===== src/rtl/blink_gen.sv =====
// rtl/blink_gen.sv - LED drive generator: steady, blink and burst patterns from a shared prescaler
//
// Ports:
//   i_clock        single clock, all logic on its rising edge
//   i_reset        synchronous active-high reset
//   i_enable       run enable; low forces IDLE
//   i_mode         00 off, 01 steady on, 10 blink, 11 burst
//   i_half_period  prescaler terminal count (tick every i_half_period+1 cycles)
//   i_burst_len    pulses per burst (0 treated as 1)
//   o_clock        registered LED drive for the downstream led_control stage
//   o_tick         one-cycle strobe at each prescaler wrap
//   o_count        current prescaler value
//   o_busy         high while burst pulses are in progress
//
// Build option: define BLINK_BURST_EN to compile in burst mode; otherwise
// mode 11 behaves as mode 10 and o_busy is tied low.

module blink_gen #(
  parameter int CNT_W     = 27,
  parameter int GAP_TICKS = 4
) (
  input  logic             i_clock,
  input  logic             i_reset,
  input  logic             i_enable,
  input  logic [1:0]       i_mode,
  input  logic [CNT_W-1:0] i_half_period,
  input  logic [3:0]       i_burst_len,
  output logic             o_clock,
  output logic             o_tick,
  output logic [CNT_W-1:0] o_count,
  output logic             o_busy
);

  localparam logic [1:0] MODE_OFF   = 2'b00;
  localparam logic [1:0] MODE_ON    = 2'b01;
  localparam logic [1:0] MODE_BURST = 2'b11;

`ifdef BLINK_BURST_EN
  localparam int GAP_W = (GAP_TICKS < 2) ? 1 : $clog2(GAP_TICKS + 1);
  // Last gap-counter value before leaving BURST_GAP.
  localparam logic [GAP_W-1:0] GAP_LAST = GAP_W'((GAP_TICKS > 0) ? GAP_TICKS - 1 : 0);

  typedef enum logic [2:0] {
    IDLE,
    ON,
    BLINK,
    BURST_HI,
    BURST_LO,
    BURST_GAP
  } state_t;
`else
  typedef enum logic [1:0] {
    IDLE,
    ON,
    BLINK
  } state_t;
`endif

  state_t           state_q, state_d;
  logic [CNT_W-1:0] count_q, count_d;
  logic             clock_q, clock_d;
  logic             tick_q, tick_d;
  logic [1:0]       mode_q;
  logic             run;
  logic             wrap;

`ifdef BLINK_BURST_EN
  logic             busy_q, busy_d;
  logic [3:0]       burst_q, burst_d;
  logic [GAP_W-1:0] gap_q, gap_d;
  logic [3:0]       burst_len_eff;

  assign burst_len_eff = (i_burst_len == 4'd0) ? 4'd1 : i_burst_len;
`else
  logic unused_burst_len;
  assign unused_burst_len = ^i_burst_len;
`endif

  assign run  = i_enable && (i_mode != MODE_OFF);
  // >= rather than == so that lowering i_half_period below the current
  // count wraps immediately instead of running the counter round.
  assign wrap = (count_q >= i_half_period);

  always_comb begin
    state_d = state_q;
    count_d = count_q;
    clock_d = clock_q;
    tick_d  = 1'b0;
`ifdef BLINK_BURST_EN
    burst_d = burst_q;
    gap_d   = gap_q;
`endif

    if (!run) begin
      state_d = IDLE;
      count_d = '0;
      clock_d = 1'b0;
`ifdef BLINK_BURST_EN
      burst_d = 4'd0;
      gap_d   = '0;
`endif
    end else if ((state_q == IDLE) || (i_mode != mode_q)) begin
      // Entry into a mode (from idle or on a mode change): restart the
      // prescaler; any tick this cycle is discarded.
      count_d = '0;
      case (i_mode)
        MODE_ON: begin
          state_d = ON;
          clock_d = 1'b1;
        end
`ifdef BLINK_BURST_EN
        MODE_BURST: begin
          state_d = BURST_HI;
          clock_d = 1'b1;
          burst_d = burst_len_eff;
          gap_d   = '0;
        end
`endif
        default: begin
          state_d = BLINK;
          clock_d = 1'b0;
        end
      endcase
    end else if (state_q == ON) begin
      count_d = '0;
      clock_d = 1'b1;
    end else if (!wrap) begin
      count_d = count_q + CNT_W'(1);
    end else begin
      count_d = '0;
      tick_d  = 1'b1;
      case (state_q)
        BLINK: clock_d = ~clock_q;
`ifdef BLINK_BURST_EN
        BURST_HI: begin
          state_d = BURST_LO;
          clock_d = 1'b0;
          burst_d = burst_q - 4'd1;
        end
        BURST_LO: begin
          if (burst_q != 4'd0) begin
            state_d = BURST_HI;
            clock_d = 1'b1;
          end else if (GAP_TICKS == 0) begin
            state_d = BURST_HI;
            clock_d = 1'b1;
            burst_d = burst_len_eff;
          end else begin
            state_d = BURST_GAP;
            clock_d = 1'b0;
            gap_d   = '0;
          end
        end
        BURST_GAP: begin
          if (gap_q >= GAP_LAST) begin
            state_d = BURST_HI;
            clock_d = 1'b1;
            burst_d = burst_len_eff;
            gap_d   = '0;
          end else begin
            gap_d = gap_q + GAP_W'(1);
          end
        end
`endif
        default: begin
          state_d = IDLE;
          clock_d = 1'b0;
        end
      endcase
    end

`ifdef BLINK_BURST_EN
    // Busy is registered alongside the state it describes.
    busy_d = (state_d == BURST_HI) || (state_d == BURST_LO);
`endif
  end

  always_ff @(posedge i_clock) begin
    if (i_reset) begin
      state_q <= IDLE;
      count_q <= '0;
      clock_q <= 1'b0;
      tick_q  <= 1'b0;
      mode_q  <= MODE_OFF;
`ifdef BLINK_BURST_EN
      busy_q  <= 1'b0;
      burst_q <= 4'd0;
      gap_q   <= '0;
`endif
    end else begin
      state_q <= state_d;
      count_q <= count_d;
      clock_q <= clock_d;
      tick_q  <= tick_d;
      mode_q  <= i_mode;
`ifdef BLINK_BURST_EN
      busy_q  <= busy_d;
      burst_q <= burst_d;
      gap_q   <= gap_d;
`endif
    end
  end

  assign o_clock = clock_q;
  assign o_tick  = tick_q;
  assign o_count = count_q;
`ifdef BLINK_BURST_EN
  assign o_busy  = busy_q;
`else
  assign o_busy  = 1'b0;
`endif

endmodule

===== config.mk =====
export PLATFORM = sky130hd
export DESIGN_NAME = blink_gen
export DESIGN_NICKNAME = d
export VERILOG_FILES = /design/src/rtl/blink_gen.sv
export SDC_FILE = /design/constraint.sdc
export NUM_CORES = 1
export LEC_CHECK = 0
export ABC_AREA = 1
export CELL_PAD_IN_SITES_DETAIL_PLACEMENT = 0
export CELL_PAD_IN_SITES_GLOBAL_PLACEMENT = 1
export CORE_ASPECT_RATIO = 0.6
export CORE_MARGIN = 10
export CORE_UTILIZATION = 44
export CTS_CLUSTER_DIAMETER = 150
export DETAILED_ROUTE_END_ITERATION = 16
export DONT_BUFFER_PORTS = 1
export GPL_ROUTABILITY_DRIVEN = 0
export PLACE_DENSITY_LB_ADDON = 0.1
export SYNTH_ARGS = -nofsm -noshare
export SYNTH_HDL_FRONTEND = slang
export SYNTH_SLANG_ARGS = --single-unit
export TNS_END_PERCENT = 30

===== constraint.sdc =====
create_clock -name i_clock -period 1.97 [get_ports i_clock]
set_input_delay 0.394 -clock i_clock [delete_from_list [all_inputs] [get_ports i_clock]]
set_output_delay 0.394 -clock i_clock [all_outputs]
set_load 0.02 [all_outputs]

==> impl_metrics.xml <==
<?xml version="1.0" encoding="UTF-8"?>
<metrics>
  <group name="synthesis">
    <metric name="yosys-top-cells-area" unit="">sky130_fd_sc_hd__dfxtp_1 (26%), sky130_fd_sc_hd__nand2_1 (14%), sky130_fd_sc_hd__ha_1 (14%)</metric>
    <metric name="post_synth_instance_area" unit="um^2">2580</metric>
    <metric name="synth_top_area_cell" unit="">sky130_fd_sc_hd__dfxtp_1</metric>
    <metric name="synthesis.nets" unit="">451</metric>
    <metric name="synth.mux.area_fraction" unit="%">0</metric>
    <metric name="synth_top_family_by_area" unit="">simple AND/OR/NAND/NOR gates</metric>
    <metric name="synth.top_cell.area_share" unit="%">25.6</metric>
    <metric name="synth_seq_area_share" unit="%">25.6</metric>
    <metric name="syn_avg_cell_area" unit="um^2">6.67</metric>
    <metric name="synth_compound_area_share" unit="%">5.53</metric>
    <metric name="synth_simple_gate_area_share" unit="%">36.8</metric>
    <metric name="postSynthRegisterBits" unit="">33</metric>
    <metric name="warning_count_from_the_yosys_run" unit="">0</metric>
    <metric name="synthAdderAreaFrac" unit="%">13.6</metric>
    <metric name="synthDistinctLibCells" unit="">35</metric>
    <metric name="synth-xor-area-share" unit="%">5.09</metric>
    <metric name="synth_cells" unit="">387</metric>
  </group>
  <group name="setup_path">
    <metric name="worst_path_max_delay_cell" unit="">sky130_fd_sc_hd__dfxtp_1</metric>
    <metric name="critical-path-top-delay-family" unit="">simple AND/OR/NAND/NOR gates</metric>
    <metric name="path_cells" unit="">ha_1, nand2_2, nor2_2, nand2_1, nor3b_1, nand2_1, nand3_2, inv_2, nand3_4, buf_12, nor2_1</metric>
    <metric name="timing.reg2reg.setup_slack" unit="ps">140</metric>
    <metric name="worstPathRequired" unit="ps">2150</metric>
    <metric name="crit_path_start_kind" unit="">register</metric>
    <metric name="slowest_delay" unit="ps">320</metric>
    <metric name="criticalPathCategory" unit="">register to register</metric>
    <metric name="critical_path_arrival" unit="ps">2010</metric>
    <metric name="worst-path-buf-inv" unit="">2</metric>
    <metric name="critical_path.most_common_cell" unit="">sky130_fd_sc_hd__nand2_1</metric>
    <metric name="endpoint_kind" unit="">register</metric>
    <metric name="worstPathMaxFanout" unit="">25</metric>
  </group>
  <group name="power_and_ir_drop">
    <metric name="power.share.clock" unit="%">40.7</metric>
    <metric name="power_density" unit="nW/um^2">423</metric>
    <metric name="peakVddDrop" unit="mV">0.251</metric>
    <metric name="p_leak" unit="nW">1.54</metric>
    <metric name="power.share.combinational" unit="%">7.3</metric>
    <metric name="internal_power" unit="W">0.000986</metric>
    <metric name="p_seq_share" unit="%">52.0</metric>
    <metric name="switching_share" unit="%">24.3</metric>
    <metric name="p_switching" unit="W">0.000316</metric>
  </group>
  <group name="grt">
    <metric name="grt_overflow_total" unit="">0</metric>
    <metric name="grt_usage" unit="%">15.5</metric>
    <metric name="grt_pass1_vias" unit="">2356</metric>
    <metric name="initial_antenna_violation_count" unit="">0</metric>
    <metric name="grt_pass1_wl" unit="um">11900</metric>
    <metric name="pin_count_of_the_biggest_net_entering_global_routing" unit="">26</metric>
  </group>
  <group name="floorplan">
    <metric name="number_of_top_level_design_ports" unit="">66</metric>
    <metric name="die_area" unit="um^2">9430</metric>
    <metric name="core_area" unit="um^2">5620</metric>
    <metric name="floorplan.initialDensity" unit="%">45.9</metric>
    <metric name="die_width" unit="um">119</metric>
    <metric name="placement_rows" unit="">21</metric>
    <metric name="die_height" unit="um">79.3</metric>
  </group>
  <group name="clocking">
    <metric name="cts_root_buf" unit="">sky130_fd_sc_hd__clkbuf_8</metric>
    <metric name="cts-buffers-inserted" unit="">5</metric>
    <metric name="cts.sink_count" unit="">33</metric>
    <metric name="worst_setup_hold_path_clk_slew" unit="ps">70</metric>
    <metric name="tritoncts_clock_tree" unit="">built</metric>
    <metric name="ctsLongestPathBuffers" unit="">2</metric>
    <metric name="cts_h_tree_depth" unit="">2</metric>
    <metric name="ctsHoldBuffers" unit="">0</metric>
    <metric name="clkLatencyLatePin" unit="ps">290</metric>
  </group>
  <group name="sta">
    <metric name="report.final.slew_viol_count" unit="">0</metric>
    <metric name="finalClockSkew" unit="ps">5.06</metric>
    <metric name="post-route-period-util" unit="%">92.7</metric>
    <metric name="final.setup.tns" unit="ps">0</metric>
    <metric name="hold_violations" unit="">0</metric>
    <metric name="final-setup-viol-count" unit="">0</metric>
    <metric name="max_freq" unit="GHz">0.547</metric>
    <metric name="final.min_clock_period" unit="ps">1830</metric>
  </group>
  <group name="detailed_routing">
    <metric name="drt_iter0_drc" unit="">166</metric>
    <metric name="detail_route.vias_per_cell" unit="">4.76</metric>
    <metric name="drt_pre_antenna_iters" unit="">4</metric>
    <metric name="ant_nets" unit="">0</metric>
    <metric name="drc_errors" unit="">0</metric>
    <metric name="wl" unit="um">7210</metric>
    <metric name="via_count" unit="">2430</metric>
    <metric name="wl_per_cell" unit="um">14.1</metric>
  </group>
  <group name="layout">
    <metric name="area_growth_syn_to_layout" unit="%">19.3</metric>
    <metric name="layout_commonest_cell" unit="">sky130_fd_sc_hd__nand2_1</metric>
    <metric name="post-route-cell-area" unit="um^2">3080</metric>
    <metric name="nets" unit="">494</metric>
    <metric name="antenna_cells" unit="">0</metric>
    <metric name="postLayoutCoreUtil" unit="%">54.8</metric>
    <metric name="layout_common_cells" unit="">sky130_fd_sc_hd__nand2_1 (92), sky130_fd_sc_hd__inv_1 (80), sky130_fd_sc_hd__nor2_1 (38), sky130_fd_sc_hd__buf_4 (38), sky130_fd_sc_hd__dfxtp_1 (33)</metric>
    <metric name="layout.cells.non_filler" unit="">510</metric>
    <metric name="register_area" unit="um^2">661</metric>
    <metric name="fillerInstances" unit="">606</metric>
    <metric name="multi_input_gate_area" unit="um^2">1610</metric>
    <metric name="fraction_of_layout_cells_with_a_size_suffix_above_1" unit="%">17.7</metric>
  </group>
  <group name="placed_design">
    <metric name="placed_area" unit="um^2">2960</metric>
    <metric name="place_hpwl" unit="um">6200</metric>
    <metric name="buffer_ports.inserted" unit="">0</metric>
    <metric name="place_inst" unit="">503</metric>
  </group>
  <group name="run_status">
    <metric name="run_status" unit="">completed</metric>
  </group>
  <group name="flow_run">
    <metric name="maxCapViolCount" unit="">0</metric>
  </group>
  <group name="min_path">
    <metric name="hp-class" unit="">input port to register</metric>
  </group>
</metrics>
[sequential cells by signal, indices dropped and copies added, names as in the netlist]
| signal | cells |
|---|---|
| o_clock | 1 |
| mode_q | 2 |
| o_count | 27 |
| state_q | 2 |
| o_tick | 1 |
[routing by layer]
metal  GRT usage, %  share of wire (%)
met2           22.1                 39
met1           22.1                 52
met4           2.91               0.53
met5              0                  0
met3           5.23                8.7
[Yosys cell counts (all sizes together)]
cell type,n
nand2,97
inv,84
nor2,49
dfxtp,33
ha,28
a21oi,21
nand3,18
nor3,11
xor2,11
nand4,8
nor4,4
or2,4
xnor2,4
buf,3
nand3b,3
o21ai,3
nor3b,2
conb,1
o211ai,1
o21a,1
o31ai,1
[power by group through the flow]
stage	clock [W]	sequential (W)	combinational, W
after floorplan	0	0.000692	0.0000710
after CTS	0.000543	0.000678	0.0000927
final	0.000529	0.000678	0.0000948
after detailed placement	0	0.000693	0.0000921
after global placement	0	0.000693	0.0000898
after global routing	0.000570	0.000678	0.000113
[area by class of cell]
class,count,area share [%]
Multi-Input combinational cell,267,52.4
Sequential cell,33,21.4
Inverter,84,10.2
Timing Repair Buffer,39,9.91
Tap cell,80,3.25
Clock buffer,7,2.80
[cell families (layout without fill, tap and decap cells)]
kind of cell | count (synthesis) | in the layout
and+or+nand+nor | 196 | 196
buffers and inverters | 87 | 130
DFF | 33 | 33
adders and majority gates | 28 | 28
AOI/OAI and AO/OA | 27 | 27
xor gates and xnor gates | 15 | 15
other | 1 | 1
[metrics by stage]
step | setup slack (ps) | hold slack (ps) | total power [W]
finish | 143 | 180 | 0.00130
global route | -3.17 | 181 | 0.00136
CTS | 46.3 | 174 | 0.00131
detailed placement | -63.0 | 451 | 0.000785
global placement | -39.8 | 445 | 0.000783
floorplan | 121 | 473 | 0.000763
[path summary, 6_finish.rpt]
path / startpoint / end / cells after the start
min reg2reg: o_count[0]$_SDFF_PP0_ / o_count[0]$_SDFF_PP0_ / 1
min: i_reset / mode_q[1]$_SDFF_PP0_ / 1
max reg2reg: o_count[26]$_SDFF_PP0_ / o_count[23]$_SDFF_PP0_ / 11
max: o_count[26]$_SDFF_PP0_ / o_count[23]$_SDFF_PP0_ / 11
[what timing repair did]
item / CTS / global route
gates resized for setup: 0 / 9
buffers inserted: 0 / 0
endpoints found under the setup margin: 0 / 27
Note: power is estimated with default switching activity, not from simulation.
